==> config.mk <==
export PLATFORM = sky130hd
export DESIGN_NAME = sdram_mport_arbiter
export DESIGN_NICKNAME = d
export VERILOG_FILES = /design/src/rtl/sdram_pkg.sv /design/src/rtl/sdram_mport_arbiter_rr_pick.sv /design/src/rtl/sdram_mport_arbiter.sv
export SDC_FILE = /design/constraint.sdc
export NUM_CORES = 1
export LEC_CHECK = 0
export ABC_AREA = 1
export CORE_ASPECT_RATIO = 0.9
export CORE_MARGIN = 5
export CORE_UTILIZATION = 44
export DETAILED_ROUTE_END_ITERATION = 12
export GPL_TIMING_DRIVEN = 0
export PLACE_DENSITY_LB_ADDON = 0.12
export REMOVE_ABC_BUFFERS = 1
export SYNTH_ARGS = -nofsm -noshare
export SYNTH_HDL_FRONTEND = slang
export SYNTH_HIERARCHICAL = 1
export SYNTH_SLANG_ARGS = --single-unit
==> constraint.sdc <==
create_clock -name i_sysclk -period 5.24 [get_ports i_sysclk]
set_clock_uncertainty 0.2 [all_clocks]
set_input_delay 1.31 -clock i_sysclk [delete_from_list [all_inputs] [get_ports i_sysclk]]
set_output_delay 1.31 -clock i_sysclk [all_outputs]
set_load 0.01 [all_outputs]
==> src/rtl/sdram_pkg.sv <==
// Shared definitions for the multi-port SDRAM arbitration path.
// Holds the arbiter state encoding, default bus widths and a width helper.
package sdram_pkg;

  localparam int unsigned DEF_ADDR_W = 24;
  localparam int unsigned DEF_LEN_W  = 10;

  typedef enum logic [2:0] {
    ST_WAIT_INIT = 3'd0,
    ST_ARB       = 3'd1,
    ST_REFRESH   = 3'd2,
    ST_WRITE     = 3'd3,
    ST_READ      = 3'd4,
    ST_ZDONE     = 3'd5
  } arb_state_e;

  // Bits needed to hold 0..n-1, never less than 1.
  function automatic int unsigned idx_width(input int unsigned n);
    int unsigned w;
    w = 1;
    while ((64'd1 << w) < 64'(n)) w++;
    return w;
  endfunction

endpackage

==> src/rtl/sdram_mport_arbiter_rr_pick.sv <==
// Rotating priority encoder: first requester strictly after ptr, wrapping.
// Ports: req (request vector), ptr (last winner), grant_c (one-hot winner),
//        idx_c (winner index), any_c (at least one request).
module rr_pick #(
  parameter int unsigned N  = 4,
  parameter int unsigned PW = 2
) (
  input  logic [N-1:0]  req,
  input  logic [PW-1:0] ptr,
  output logic [N-1:0]  grant_c,
  output logic [PW-1:0] idx_c,
  output logic          any_c
);

  // Walk distances N..1 so the nearest requester after ptr is written last.
  always_comb begin
    int unsigned j;
    grant_c = '0;
    idx_c   = '0;
    any_c   = 1'b0;
    j       = 0;
    for (int unsigned i = N; i >= 1; i--) begin
      j = (32'(ptr) + i) % N;
      if (req[j]) begin
        idx_c = PW'(j);
        any_c = 1'b1;
      end
    end
    if (any_c) grant_c[idx_c] = 1'b1;
  end

endmodule

==> src/rtl/sdram_mport_arbiter.sv <==
// Arbitrates NUM_CH burst clients plus auto-refresh onto the shared SDRAM
// write and read engines. Issues one-cycle start pulses and holds the
// granted address/length stable until the next grant.
// Ports: i_sysclk/i_sysrst (clock, sync active-high reset); i_init_done;
//        i_refresh_request/i_refresh_done; i_wr_done/i_rd_done (engine
//        completions); i_ch_req/i_ch_we/i_ch_addr/i_ch_len (packed client
//        requests); o_ch_grant/o_ch_done (per-channel handshake);
//        o_refresh_start/o_write_start/o_read_start (engine starts);
//        o_sel_addr/o_sel_len (latched burst); o_busy; o_err (sticky timeout).
module sdram_mport_arbiter
  import sdram_pkg::*;
#(
  parameter int unsigned NUM_CH  = 4,
  parameter int unsigned ADDR_W  = DEF_ADDR_W,
  parameter int unsigned LEN_W   = DEF_LEN_W,
  parameter int unsigned TIMEOUT = 4096
) (
  input  logic                     i_sysclk,
  input  logic                     i_sysrst,
  input  logic                     i_init_done,
  input  logic                     i_refresh_request,
  input  logic                     i_refresh_done,
  input  logic                     i_wr_done,
  input  logic                     i_rd_done,
  input  logic [NUM_CH-1:0]        i_ch_req,
  input  logic [NUM_CH-1:0]        i_ch_we,
  input  logic [NUM_CH*ADDR_W-1:0] i_ch_addr,
  input  logic [NUM_CH*LEN_W-1:0]  i_ch_len,
  output logic [NUM_CH-1:0]        o_ch_grant,
  output logic [NUM_CH-1:0]        o_ch_done,
  output logic                     o_refresh_start,
  output logic                     o_write_start,
  output logic                     o_read_start,
  output logic [ADDR_W-1:0]        o_sel_addr,
  output logic [LEN_W-1:0]         o_sel_len,
  output logic                     o_busy,
  output logic                     o_err
);

  localparam int unsigned PW = idx_width(NUM_CH);
  localparam int unsigned TW = idx_width(TIMEOUT);
  localparam logic [TW-1:0] TCNT_LAST = TW'(TIMEOUT - 1);

  arb_state_e           state_q, state_d;
  logic [PW-1:0]        rr_ptr_q, rr_ptr_d;
  logic [TW-1:0]        tcnt_q, tcnt_d;
  logic [NUM_CH-1:0]    grant_d, done_d;
  logic                 ref_start_d, wr_start_d, rd_start_d;
  logic [ADDR_W-1:0]    addr_d;
  logic [LEN_W-1:0]     len_d;
  logic                 busy_d, err_d;

  logic [NUM_CH-1:0]    pick_grant;
  logic [PW-1:0]        pick_idx;
  logic                 pick_any;
  logic                 eng_done;
  logic                 start_now;

  logic [ADDR_W-1:0]    ch_addr [NUM_CH];
  logic [LEN_W-1:0]     ch_len  [NUM_CH];

  // Unpack the flat client buses.
  for (genvar g = 0; g < NUM_CH; g++) begin : g_unpack
    assign ch_addr[g] = i_ch_addr[g*ADDR_W +: ADDR_W];
    assign ch_len[g]  = i_ch_len[g*LEN_W +: LEN_W];
  end

  rr_pick #(.N(NUM_CH), .PW(PW)) u_rr_pick (
    .req     (i_ch_req),
    .ptr     (rr_ptr_q),
    .grant_c (pick_grant),
    .idx_c   (pick_idx),
    .any_c   (pick_any)
  );

  // Completion from whichever engine owns the current state.
  always_comb begin
    eng_done = 1'b0;
    case (state_q)
      ST_REFRESH: eng_done = i_refresh_done;
      ST_WRITE:   eng_done = i_wr_done;
      ST_READ:    eng_done = i_rd_done;
      default:    eng_done = 1'b0;
    endcase
  end

  // A done seen while its start pulse is still high belongs to nothing.
  assign start_now = o_refresh_start | o_write_start | o_read_start;

  // Next-state and next-output logic.
  always_comb begin
    state_d     = state_q;
    rr_ptr_d    = rr_ptr_q;
    tcnt_d      = tcnt_q;
    grant_d     = o_ch_grant;
    done_d      = '0;
    ref_start_d = 1'b0;
    wr_start_d  = 1'b0;
    rd_start_d  = 1'b0;
    addr_d      = o_sel_addr;
    len_d       = o_sel_len;
    err_d       = o_err;

    case (state_q)
      ST_WAIT_INIT: begin
        if (i_init_done) state_d = ST_ARB;
      end
      ST_ARB: begin
        if (i_refresh_request) begin
          state_d     = ST_REFRESH;
          ref_start_d = 1'b1;
          tcnt_d      = '0;
        end else if (pick_any) begin
          addr_d   = ch_addr[pick_idx];
          len_d    = ch_len[pick_idx];
          grant_d  = pick_grant;
          rr_ptr_d = pick_idx;
          tcnt_d   = '0;
          if (ch_len[pick_idx] == '0) begin
            state_d = ST_ZDONE;
          end else if (i_ch_we[pick_idx]) begin
            state_d    = ST_WRITE;
            wr_start_d = 1'b1;
          end else begin
            state_d    = ST_READ;
            rd_start_d = 1'b1;
          end
        end
      end
      ST_REFRESH, ST_WRITE, ST_READ: begin
        if (eng_done && !start_now) begin
          done_d  = o_ch_grant;
          grant_d = '0;
          state_d = ST_ARB;
        end else if (tcnt_q == TCNT_LAST) begin
          // Engine hung: release the client and flag it until reset.
          err_d   = 1'b1;
          done_d  = o_ch_grant;
          grant_d = '0;
          state_d = ST_ARB;
        end else begin
          tcnt_d = tcnt_q + TW'(1);
        end
      end
      ST_ZDONE: begin
        done_d  = o_ch_grant;
        grant_d = '0;
        state_d = ST_ARB;
      end
      default: begin
        state_d = ST_WAIT_INIT;
      end
    endcase

    busy_d = (state_d != ST_ARB);
  end

  // State and registered outputs.
  always_ff @(posedge i_sysclk) begin
    if (i_sysrst) begin
      state_q         <= ST_WAIT_INIT;
      rr_ptr_q        <= PW'(NUM_CH - 1);
      tcnt_q          <= '0;
      o_ch_grant      <= '0;
      o_ch_done       <= '0;
      o_refresh_start <= 1'b0;
      o_write_start   <= 1'b0;
      o_read_start    <= 1'b0;
      o_sel_addr      <= '0;
      o_sel_len       <= '0;
      o_busy          <= 1'b0;
      o_err           <= 1'b0;
    end else begin
      state_q         <= state_d;
      rr_ptr_q        <= rr_ptr_d;
      tcnt_q          <= tcnt_d;
      o_ch_grant      <= grant_d;
      o_ch_done       <= done_d;
      o_refresh_start <= ref_start_d;
      o_write_start   <= wr_start_d;
      o_read_start    <= rd_start_d;
      o_sel_addr      <= addr_d;
      o_sel_len       <= len_d;
      o_busy          <= busy_d;
      o_err           <= err_d;
    end
  end

endmodule

==> impl_metrics.json <==
{
  "finalMaxSlewViolations": 0,
  "fin_util_pct": 68.3,
  "endpoint_kind": "flop",
  "critPathTopFamily": "simple AND/OR/NAND/NOR gates",
  "ir_drop_mv": 0.150,
  "port_buffers": 197,
  "grt_usage_pct": 24.8,
  "ys_top_cells_by_area": "dfxtp_1 (32%), nand2_1 (13%), nor2_1 (12%), o21ai_0 (11%), nand3_1 (5.0%)",
  "crit_chain": "clkdlybuf4s50_1, inv_1, nand2_1, nand3_2, nand2_1, inv_1, nand2_1, nand3_2, nand2_4, inv_4, nand2_1, nand3_1, nand2_1, nand2_1, nor2_1, nand3_1, nand2_1, nand2_1, nand2_1, nand2_1, nand2_1, nand2_1",
  "clk_pin_slew_ps": 70,
  "relSlewSlack_pct": 17.2,
  "insertion_delay_ps": 330,
  "synth_cell_types": 31,
  "setup_ws_ps": 609,
  "drv_cap": 0,
  "tns_ps": 0,
  "drtAntennaViolNets": 0,
  "htreeDepth": 3,
  "wl_um": 13900,
  "postCtsHoldBufs": 0,
  "clock_sinks": 64,
  "synthFlopType": "dfxtp_1",
  "required_ps": 5260,
  "path_class": "in -> reg",
  "vias": 4850,
  "cp_slowest_stage_delay_ps": 570,
  "dr.pass1.iters": 6,
  "cts_setup_buffers": 0,
  "die_height_um": 101,
  "worst-path-buf-inv": 4,
  "cp_slowest_cell": "nand2_4",
  "syn_inst": 645,
  "grt_pass1_vias": 4802,
  "p_leak_nw": 2.47,
  "ys_ff_latch": 64,
  "area_growth_pct": 53.3,
  "layout-drive-gt1-share_pct": 5.74,
  "core_area_mm2": 0.00900,
  "rsz0062_at_grt": "no",
  "powerDensity_mw_per_mm2": 282,
  "yosys.area.top_type": "dfxtp_1",
  "vias_per_cell": 5.15,
  "netlist_area_mm2": 0.00401,
  "synth_most_common_cell": "nand2_1",
  "rows": 33,
  "worstMarginPinSlew_ps": 1240,
  "routedWlPerCell_um": 14.7,
  "start_util_pct": 44.6,
  "syn_area_per_cell_um2": 6.22,
  "finalSetupViolCount": 0,
  "yosysSeqAreaShare_pct": 32.0,
  "synth_edf_count": 0,
  "cp_common_cell": "nand2_1",
  "grt_max_degree": 75,
  "cp.arrival_ps": 4660,
  "fp.dieArea_mm2": 0.0111,
  "grt_overflow_total": 0,
  "max_freq_ghz": 0.216,
  "cts_tree": "built",
  "async_flop_share_pct": 0,
  "fin_crit_sh_pct": 88.4,
  "status": "finished clean",
  "numCtsBuffers": 9,
  "ys_warn_count": 6,
  "insertedDiodeCount": 0,
  "dpl.hpwl_um": 10300,
  "hold_viol": 0,
  "dp_slack_ps": -494,
  "place.gp.congestion": 0.926,
  "synth_top_cell_area_share_pct": 32.0,
  "drtIter0Drc": 240,
  "cts_max_path_buffers": 2,
  "antenna_found_initial": 0,
  "pin_count": 198,
  "crit_path_start_kind": "primary input",
  "cts-root-buf": "clkbuf_8",
  "min_path_type": "reg -> reg",
  "grt_pass1_wl_um": 22900,
  "crit_fanout": 74,
  "ys_top_cells_by_count": "nand2_1 (139), nor2_1 (124), o21ai_0 (88), dfxtp_1 (64), nand3_1 (40)",
  "drc": 0,
  "period_needed_ps": 4630,
  "die_w_um": 111,
  "nets": 967
}
cell usage in the layout, fill, tap and decap left out, drive strengths merged, types with 2 or more instances in the layout:
| cell | netlist | routed |
|---|---|---|
| o21ai | 96 | 96 |
| nand3 | 44 | 44 |
| nor4 | 2 | 2 |
| a31oi | 14 | 14 |
| o22ai | 11 | 11 |
| a21oi | 33 | 33 |
| nand4 | 8 | 8 |
| xnor2 | 2 | 2 |
| nor2 | 127 | 127 |
| nand2 | 151 | 151 |
| inv | 38 | 38 |
| xor2 | 6 | 6 |
| nor3 | 8 | 8 |
| dfxtp | 64 | 64 |
| clkdlybuf4s50 | 0 | 197 |
| clkbuf | 17 | 12 |
flip-flops by register name, summed over array words and instances (netlist names):
signal	cells
o_sel_addr	24
tcnt_q	12
o_sel_len	10
o_ch_done	4
o_ch_grant	4
state_q	3
rr_ptr_q	2
o_busy	1
o_err	1
o_read_start	1
o_refresh_start	1
o_write_start	1
tightest hold or removal path: stages (launching register included):
cell,delay [ps]
dfxtp_1,310
inv_1,70
nor3_1,50
metal layers:
| metal | routed length [um] | GRT usage (%) |
|---|---|---|
| met1 | 5490 | 28.6 |
| met5 | 0 | 0 |
| met2 | 6950 | 44.3 |
| met3 | 1140 | 8.04 |
| met4 | 268 | 7.20 |
worst paths after layout:
kind / startpoint / endpoint / slack (ps) / depth (start not counted)
max: i_ch_req[1] / o_busy$_SDFF_PP0_ / 610 / 22
min: o_ch_grant[3]$_SDFFE_PP0P_ / o_ch_done[3]$_SDFF_PP0_ / 270 / 2
max reg2reg: rr_ptr_q[0]$_SDFFE_PP1P_ / o_busy$_SDFF_PP0_ / 1240 / 21
min reg2reg: o_ch_grant[3]$_SDFFE_PP0P_ / o_ch_done[3]$_SDFF_PP0_ / 270 / 2
report_power, final:
group          switching (mW)  total, mW  internal, mW
registers              0.0274      0.555         0.528
logic                   0.449      0.768         0.319
clock network           0.183      0.413         0.230
total                   0.659       1.74          1.08
final cells by class:
cell class / count / area, um2
Multi-Input combinational cell: 504 / 2390
Clock buffer: 12 / 145
Fill cell: 804 / 2860
Sequential cell: 64 / 1280
Inverter: 38 / 145
Timing Repair Buffer: 198 / 1990
Clock inverter: 3 / 42.5
Tap cell: 122 / 153
cell families (layout without fill, tap and decap cells):
logic type	Yosys count	in the layout	synth area share, %
AO/OA/AOI/OAI	155	155	20.7
XOR/XNOR	8	8	1.75
adder cells (fa/ha/maj)	1	1	0.312
buffers and inverters	77	251	8.83
flip-flops	64	64	32.0
AND/OR/NAND/NOR	340	340	36.5
per-stage QoR:
step | cells | hold WS, ps | cell area, um2 | power [mW]
after floorplan | 606 | 256 | 3800 | 1.00
after global placement | 925 | 259 | 5920 | 1.30
after detailed placement | 926 | 260 | 5950 | 1.33
after CTS | 941 | 270 | 6140 | 1.75
after global routing | 941 | 308 | 6150 | 1.87
final | 941 | 265 | 6150 | 1.74
timing repair:
action,4_1_cts,5_1_grt
endpoints found under the hold margin,0,0
gates resized for setup,1,2
setup endpoints to repair,4,2
Power figures use the tool's default switching activity.
